### src/rtl/regfile_pkg.sv
// Shared core constants for the integer register file, operand bypass and decoder.
package regfile_pkg;

  localparam int XLEN    = 32;
  localparam int REG_AW  = 5;
  localparam int REG_NUM = 2 ** REG_AW;

  localparam logic [REG_AW-1:0] REG_ZERO = 5'd0;

  typedef logic [XLEN-1:0]   xword_t;
  typedef logic [REG_AW-1:0] raddr_t;

endpackage

### src/rtl/regfile_if.sv
// Register-file bus: two read channels and the write-back destination write.
interface regfile_if;
  import regfile_pkg::*;

  logic              register_rd_ch0_en;
  logic [REG_AW-1:0] register_rd_ch0_addr;
  logic [XLEN-1:0]   register_rd_ch0_data;
  logic              register_rd_ch1_en;
  logic [REG_AW-1:0] register_rd_ch1_addr;
  logic [XLEN-1:0]   register_rd_ch1_data;
  logic              wb_dest_we_valid;
  logic [REG_AW-1:0] wb_dest_we_addr;
  logic [XLEN-1:0]   wb_dest_we_data;

  modport master (
    output register_rd_ch0_en, register_rd_ch0_addr,
    output register_rd_ch1_en, register_rd_ch1_addr,
    output wb_dest_we_valid, wb_dest_we_addr, wb_dest_we_data,
    input  register_rd_ch0_data, register_rd_ch1_data
  );

  modport slave (
    input  register_rd_ch0_en, register_rd_ch0_addr,
    input  register_rd_ch1_en, register_rd_ch1_addr,
    input  wb_dest_we_valid, wb_dest_we_addr, wb_dest_we_data,
    output register_rd_ch0_data, register_rd_ch1_data
  );

endinterface

### src/rtl/regfile_rd_port.sv
// One read channel: 32:1 row mux, x0 zero-forcing, and a hold register that
// keeps the last returned value on the output while the channel is idle.
module regfile_rd_port
  import regfile_pkg::*;
(
  input  logic                    clk,
  input  logic                    reset,
  input  logic                    en_i,
  input  logic [REG_AW-1:0]       addr_i,
  input  logic [REG_NUM*XLEN-1:0] regs_i,
  output logic [XLEN-1:0]         data_o
);

  logic [XLEN-1:0] sel_s;
  logic [XLEN-1:0] rd_val_s;
  logic [XLEN-1:0] hold_d;
  logic [XLEN-1:0] hold_q;

  // Row select; x0 is forced to zero regardless of what the array slot holds
  always_comb begin
    sel_s = regs_i[addr_i*XLEN +: XLEN];
    if (addr_i == REG_ZERO) begin
      rd_val_s = {XLEN{1'b0}};
    end else begin
      rd_val_s = sel_s;
    end
  end

  // Enable selects live data and refreshes the hold value; idle replays the hold value
  always_comb begin
    if (en_i) begin
      data_o = rd_val_s;
      hold_d = rd_val_s;
    end else begin
      data_o = hold_q;
      hold_d = hold_q;
    end
  end

  // Hold register state
  always_ff @(posedge clk or posedge reset) begin
    if (reset) begin
      hold_q <= {XLEN{1'b0}};
    end else begin
      hold_q <= hold_d;
    end
  end

endmodule

### src/rtl/regfile.sv
// ID-stage integer register file: x1..x31 in flops, hardwired-zero x0, two read
// channels and one write-back port. Reads are combinational and never see the same-cycle write.
module regfile
  import regfile_pkg::*;
(
  input  logic     clk,
  input  logic     reset,
  regfile_if.slave bus
);

  logic [REG_NUM-1:1]      we_dec_s;
  logic [REG_NUM*XLEN-1:0] regs_flat_s;

  // Flat one-hot write strobe; no strobe exists for x0, so its writes vanish
  always_comb begin
    we_dec_s = {(REG_NUM-1){1'b0}};
    for (int i = 1; i < REG_NUM; i++) begin
      if (bus.wb_dest_we_valid && (bus.wb_dest_we_addr == REG_AW'(i))) begin
        we_dec_s[i] = 1'b1;
      end else begin
        we_dec_s[i] = 1'b0;
      end
    end
  end

  assign regs_flat_s[XLEN-1:0] = {XLEN{1'b0}};

  for (genvar g = 1; g < REG_NUM; g++) begin : g_reg
    logic [XLEN-1:0] reg_q;

    // Architectural register storage
    always_ff @(posedge clk or posedge reset) begin
      if (reset) begin
        reg_q <= {XLEN{1'b0}};
      end else if (we_dec_s[g]) begin
        reg_q <= bus.wb_dest_we_data;
      end else begin
        reg_q <= reg_q;
      end
    end

    assign regs_flat_s[g*XLEN +: XLEN] = reg_q;
  end

  regfile_rd_port u_rd_ch0 (
    .clk    (clk),
    .reset  (reset),
    .en_i   (bus.register_rd_ch0_en),
    .addr_i (bus.register_rd_ch0_addr),
    .regs_i (regs_flat_s),
    .data_o (bus.register_rd_ch0_data)
  );

  regfile_rd_port u_rd_ch1 (
    .clk    (clk),
    .reset  (reset),
    .en_i   (bus.register_rd_ch1_en),
    .addr_i (bus.register_rd_ch1_addr),
    .regs_i (regs_flat_s),
    .data_o (bus.register_rd_ch1_data)
  );

endmodule

### src/flat_wrapper.sv
// flat-port wrapper written by rule: the top's interface ports become plain ports
module regfile_flat import regfile_pkg::*;
  (clk, reset, bus_register_rd_ch0_en, bus_register_rd_ch0_addr, bus_register_rd_ch1_en, bus_register_rd_ch1_addr, bus_wb_dest_we_valid, bus_wb_dest_we_addr, bus_wb_dest_we_data, bus_register_rd_ch0_data, bus_register_rd_ch1_data);
  regfile_if bus_i ();
  input  logic clk;
  input  logic reset;
  input wire logic [$bits(bus_i.register_rd_ch0_en)-1:0] bus_register_rd_ch0_en;
  input wire logic [$bits(bus_i.register_rd_ch0_addr)-1:0] bus_register_rd_ch0_addr;
  input wire logic [$bits(bus_i.register_rd_ch1_en)-1:0] bus_register_rd_ch1_en;
  input wire logic [$bits(bus_i.register_rd_ch1_addr)-1:0] bus_register_rd_ch1_addr;
  input wire logic [$bits(bus_i.wb_dest_we_valid)-1:0] bus_wb_dest_we_valid;
  input wire logic [$bits(bus_i.wb_dest_we_addr)-1:0] bus_wb_dest_we_addr;
  input wire logic [$bits(bus_i.wb_dest_we_data)-1:0] bus_wb_dest_we_data;
  output wire logic [$bits(bus_i.register_rd_ch0_data)-1:0] bus_register_rd_ch0_data;
  output wire logic [$bits(bus_i.register_rd_ch1_data)-1:0] bus_register_rd_ch1_data;
  assign bus_i.register_rd_ch0_en = bus_register_rd_ch0_en;
  assign bus_i.register_rd_ch0_addr = bus_register_rd_ch0_addr;
  assign bus_i.register_rd_ch1_en = bus_register_rd_ch1_en;
  assign bus_i.register_rd_ch1_addr = bus_register_rd_ch1_addr;
  assign bus_i.wb_dest_we_valid = bus_wb_dest_we_valid;
  assign bus_i.wb_dest_we_addr = bus_wb_dest_we_addr;
  assign bus_i.wb_dest_we_data = bus_wb_dest_we_data;
  assign bus_register_rd_ch0_data = bus_i.register_rd_ch0_data;
  assign bus_register_rd_ch1_data = bus_i.register_rd_ch1_data;
  regfile u_core (.clk(clk), .reset(reset), .bus(bus_i));
endmodule
### config.mk
export PLATFORM = sky130hd
export DESIGN_NAME = regfile_flat
export DESIGN_NICKNAME = d
export VERILOG_FILES = /design/src/rtl/regfile_pkg.sv /design/src/rtl/regfile_if.sv /design/src/rtl/regfile_rd_port.sv /design/src/rtl/regfile.sv /design/src/flat_wrapper.sv
export SDC_FILE = /design/constraint.sdc
export NUM_CORES = 2
export LEC_CHECK = 0
export BUFFER_PORTS_ARGS = -buffer_cell sky130_fd_sc_hd__buf_2
export CAP_MARGIN = 20
export CORE_UTILIZATION = 64
export DETAILED_ROUTE_END_ITERATION = 10
export GPL_TIMING_DRIVEN = 0
export PLACE_DENSITY = 0.81
export REMOVE_ABC_BUFFERS = 1
export SLEW_MARGIN = 20
export SYNTH_ARGS = -nofsm -noshare
export SYNTH_HDL_FRONTEND = slang
export SYNTH_SLANG_ARGS = --single-unit
### constraint.sdc
create_clock -name clk -period 37 [get_ports clk]
set_clock_uncertainty 0.05 [all_clocks]
set_input_delay 1.85 -clock clk [delete_from_list [all_inputs] [get_ports clk]]
set_output_delay 1.85 -clock clk [all_outputs]
set_load 0.05 [all_outputs]
## Yosys cells after proc, flatten, opt, wreduce, memory -nomap -nowiden

Cells that the tools add are included.

- Word-level logic and storage cells: 134
- Bits in registers: 1056
- Output and inout port bits: 64
- Input port bits: 52

- Eq/ne operators: 31
- Mux-type cells: 35
- Shifts and indexed selects: 2
- Reduce and logical (&&, ||, !) cells: 33

Operator list:

| cell | count |
|---|---|
| variable part select 1024 x 11 -> 32 bit | 2 |
| two-way mux 32 bit | 4 |
| == test 5 bit, second input constant | 16 |
| == test 5 x 4 -> 1 bit, second input constant | 8 |
| logical AND 1 bit | 31 |
| two-way mux 1 bit | 31 |
| == test 5 x 3 -> 1 bit, second input constant | 4 |
| == test 5 x 2 -> 1 bit, second input constant | 2 |
| zero test 5 bit | 2 |
| == test 5 x 1 -> 1 bit, second input constant | 1 |

## Logic depth before layout (Yosys ltp)

- Depth in word-level cells: 3
- Depth in mapped cells: 9
- Mapped depth without buffers: 5

## By module

A second synthesis with hierarchy kept.

- Cells, all modules: 3943
- Area, all modules: 55853.6 sq um

Modules (own cells, without submodules):

| module | seq. area each (sq um) | cells each | times used | area an instance (sq um) |
|---|---|---|---|---|
| regfile | 24823.8 | 2225 | 1 | 37098.1 |
| regfile_rd_port | 800.8 | 859 | 2 | 9377.7 |

## Least setup slack after synthesis

No wires, ideal clock.

- Path type: input to output
- From: in bus_register_rd_ch0_addr[1]
- To: out bus_register_rd_ch0_data[11]
- Buffers on the path: 5
- Slack: 30764 ps
- Required time: 35100 ps
- Cell stages on the path: 9
- Arrival: 4336 ps
- Cell sequence: buf_2 > buf_2 > buf_2 > buf_2 > nor2_1 > clkbuf_1 > a22o_1 > a21oi_1 > o21ai_0

- Longest elaborated chain between the ends: 3
- Elaborated cells between the ends (all ways): 4
- Classes of those cells: shift (1); mux (2); reduce/logical (1)

Ends and longest elaborated chain:

| item | RTL line | text |
|---|---|---|
| start: declaration | flat_wrapper.sv:8 | `input wire logic [$bits(bus_i.register_rd_ch0_addr)-1:0] bus_register_rd_ch0_addr;` |
| variable part select 1024 x 11 -> 32 bit or zero test 5 bit (tied branches) | regfile_rd_port.sv:21, regfile_rd_port.sv:22 |  |
| two-way mux 32 bit * | regfile_rd_port.sv:22 | `if (addr_i == REG_ZERO) begin` |
| two-way mux 32 bit * | regfile_rd_port.sv:31 | `if (en_i) begin` |
| end: declaration | flat_wrapper.sv:14 | `output wire logic [$bits(bus_i.register_rd_ch0_data)-1:0] bus_register_rd_ch0_data;` |

Mark *: on every way between the ends. The rest lies on a longest branch, timed or not.

## Final worst setup path

- From: in bus_register_rd_ch0_en
- To: out bus_register_rd_ch0_data[6]

- Longest elaborated chain between the ends: 1

Ends and longest elaborated chain:

| item | RTL line | text |
|---|---|---|
| start: declaration | flat_wrapper.sv:7 | `input wire logic [$bits(bus_i.register_rd_ch0_en)-1:0] bus_register_rd_ch0_en;` |
| two-way mux 32 bit | regfile_rd_port.sv:31 |  |

Every way passes these cells.

==> reports/qor.txt <==
Hold Crit Start -> u_core.g_reg[24].reg_q[27]
Antenna violations before repair -> 2
Period utilisation layout -> 0.206
Design area -> 61700 µm²
Core box area -> 85300 µm²
Gr ovfl total -> 0
Peak Freq -> 0.131 GHz
TritonCTS Sinks -> 1056
PostCTS Resize Cnt -> 0
Total detailed-routing wirelength -> 159000 µm
Synth top area share -> 0.479
DRT antenna net count -> 0
Height of the die -> 296 µm
Syn. warnings -> 0
Layout cells sized above 1 -> 0.505
R2r setup slk -> 34.93 ns
First-pass iteration count of the detailed router -> 5
Area leader, netlist -> dfrtp_1
Hold_buf cts -> 0
Clock Latency Late Sink -> 0.69 ns
Post-layout min period -> 7.61 ns
IO Port Bufs -> 115
Crit Path Max Fanout -> 25
Mean Syn Cell Area -> 14.9 µm²
RR Startpoint -> u_core.g_reg[16].reg_q[31]
Worst slew margin -> 0.135
Post-synth EDFFs -> 0
Synth-to-layout area growth -> 11.8%
Die width -> 296 µm
Status -> complete, no violations
Critical Path Source Type -> primary input
Routability cong. -> 0.793
Synth unique cells -> 48
WP data required -> 35.10 ns
Vias per cell -> 7.47
Final Setup Violations -> 0
Slew @ Worst Pin -> 1.30 ns
Slew Viols, Final -> 0
Post-Syn Area -> 55200 µm²
Cell count after synthesis -> 3694
Post-synth top cells -> dfrtp_1, mux2_2, mux4_2
CP arrival -> 5.71 ns
Crit path top cell by count -> buf_2
CTS Root Cell -> clkbuf_16
Critical path's top delay family -> buffers and inverters
Drt first-iter violations -> 3939
Clock slew seen by the registers of the worst setup and hold paths -> 0.06 ns
Critical-path cell list -> buf_2 -> inv_1 -> nor3b_4 -> buf_8 -> a21oi_1 -> o21ai_0 -> buf_2
Fin nets -> 3666
Largest net degree at the start of global routing -> 118
Top-count cell post-synth -> dfrtp_1
P per Cell Area -> 55.8 nW/µm²
TritonCTS Buffers -> 110
Routed length per instance -> 32.7 µm
Hold Path End -> u_core.g_reg[24].reg_q[27]
Worst Setup End Kind -> primary output
Critical R2R Capture -> u_core.u_rd_ch0.hold_q[31]
Synth Register Bits -> 1056
Critical path type -> in -> out
Hold Vio Cnt, Final -> 0
GRT Util Overall -> 0.374
Max incr delay on CP -> 1.03 ns
CTS tree -> done
Maximum root-to-sink buffer count -> 3
H-tree Lvls -> 3
RSZ-0062 raised after global routing -> false
DRC -> 0
IO Pins -> 116
Hold Crit Class -> reg -> reg
Total power -> 3440 µW
Pleak -> 0.0270 µW
DP Area -> 57900 µm²
Buf/Inv on CP -> 4
Setup bufs post-CTS -> 0
Sequential area share after synthesis -> 0.479
Hold path depth -> 1
Ys async rst share -> 1.00
Vias in the first global route -> 38809
First-pass GRT wire length -> 243000 µm
Max-cap violations -> 0
HPWL Detailed -> 95800 µm
Die Area -> 87400 µm²
CP max stage cell -> nor3b_4
Main synth FF type -> dfrtp_1
Area contributors post-synth -> dfrtp_1, mux2_2, mux4_2
Row cnt -> 107
Max rail drop VDD -> 0.0424 mV
Starting density of the core -> 0.647
Via count -> 36200
Reg2Reg Depth -> 5
-- cell families after synthesis --
logic type             synth area share
flip-flops                        0.479
multiplexers                      0.419
buffers and inverters            0.0302
AO/OA/AOI/OAI                    0.0536
AND/OR/NAND/NOR                  0.0184
-- power breakdown --
part / internal, µW / switching, µW / leakage [µW] / total (µW)
Clock: 684 / 471 / 0.00186 / 1150
Sequential: 1380 / 172 / 0.0135 / 1550
Combinational: 408 / 321 / 0.0116 / 729
Total: 2470 / 964 / 0.0270 / 3440
-- layout make-up --
class,instances,area [µm²]
multi-input cells,2237,27400
flip-flops and latches,1056,26400
fillers,5100,23600
clock buffers,153,3200
repair buffers,200,2580
well taps,1144,1430
clock inverters,46,559
inverters,9,41.3
diodes,2,5.00
-- cells in the final DEF, fill, tap and decap left out, types with 10 or more instances in the layout --
cell / instances
a211oi_1: 17
a21oi_1: 98
a221o_1: 76
a22o_1: 41
a22oi_1: 50
and2_1: 17
and3_1: 13
buf_12: 27
buf_16: 46
buf_2: 106
buf_8: 10
bufinv_16: 12
clkbuf_1: 19
clkbuf_16: 114
clkbuf_8: 20
clkinv_2: 27
dfrtp_1: 1056
mux2_1: 54
mux2_2: 1002
mux2i_1: 146
mux4_2: 433
nand2_1: 20
nand2_4: 11
nor2_1: 32
nor2_4: 14
nor2b_1: 34
o211ai_1: 30
o21ai_0: 45
o21ai_1: 13
o22a_1: 14
-- registers in the layout (all words and copies together) (netlist names) --
signal	cells
u_core.g.reg_q	992
u_core.u_rd_ch0.hold_q	32
u_core.u_rd_ch1.hold_q	32
-- how the worst max path moves through the flow --
stage,startpoint,depth (start not counted),slack [ns],end
after floorplan,reset,1,5.38,u_core.g_reg[10].reg_q[0]
after global placement,reset,2,-2.42,u_core.g_reg[16].reg_q[1]
after detailed placement,bus_register_rd_ch1_addr[1],11,29.54,bus_register_rd_ch1_data[12]
after CTS,bus_register_rd_ch1_addr[1],11,29.54,bus_register_rd_ch1_data[12]
after global routing,bus_register_rd_ch1_addr[1],11,29.40,bus_register_rd_ch1_data[16]
final,bus_register_rd_ch0_en,7,29.39,bus_register_rd_ch0_data[6]
-- metal layers --
layer	wire (µm)	GRT usage	share of wire	vias up
met1	58500	0.491	0.37	19417
met5	161	0.00998	0.0010	-
li1	-	-	-	14186
met3	15300	0.0876	0.096	478
met2	77500	0.596	0.49	2113
met4	7170	0.177	0.045	6
-- worst register-to-register path: cells and delay by family (launching register included) --
kind               cells  cell delay (ns)
muxes                  1             0.45
AOI/OAI and AO/OA      3             0.88
DFF                    1             0.41
and+or+nand+nor        1             0.15
-- per-stage QoR --
step | cells | hold slack (ns) | util | setup TNS (ns) | worst slack [ns]
after global routing | 4845 | 0.478 | 0.723 | 0 | 29.40
after floorplan | 3302 | 0.426 | - | 0 | 5.38
after global placement | 4561 | 0.435 | 0.651 | -2356.52 | -2.42
after detailed placement | 4646 | 0.447 | 0.679 | 0 | 29.54
after CTS | 4845 | 0.464 | 0.723 | 0 | 29.54
final | 4847 | 0.461 | 0.723 | 0 | 29.39
(Power assumes the default switching activity.)
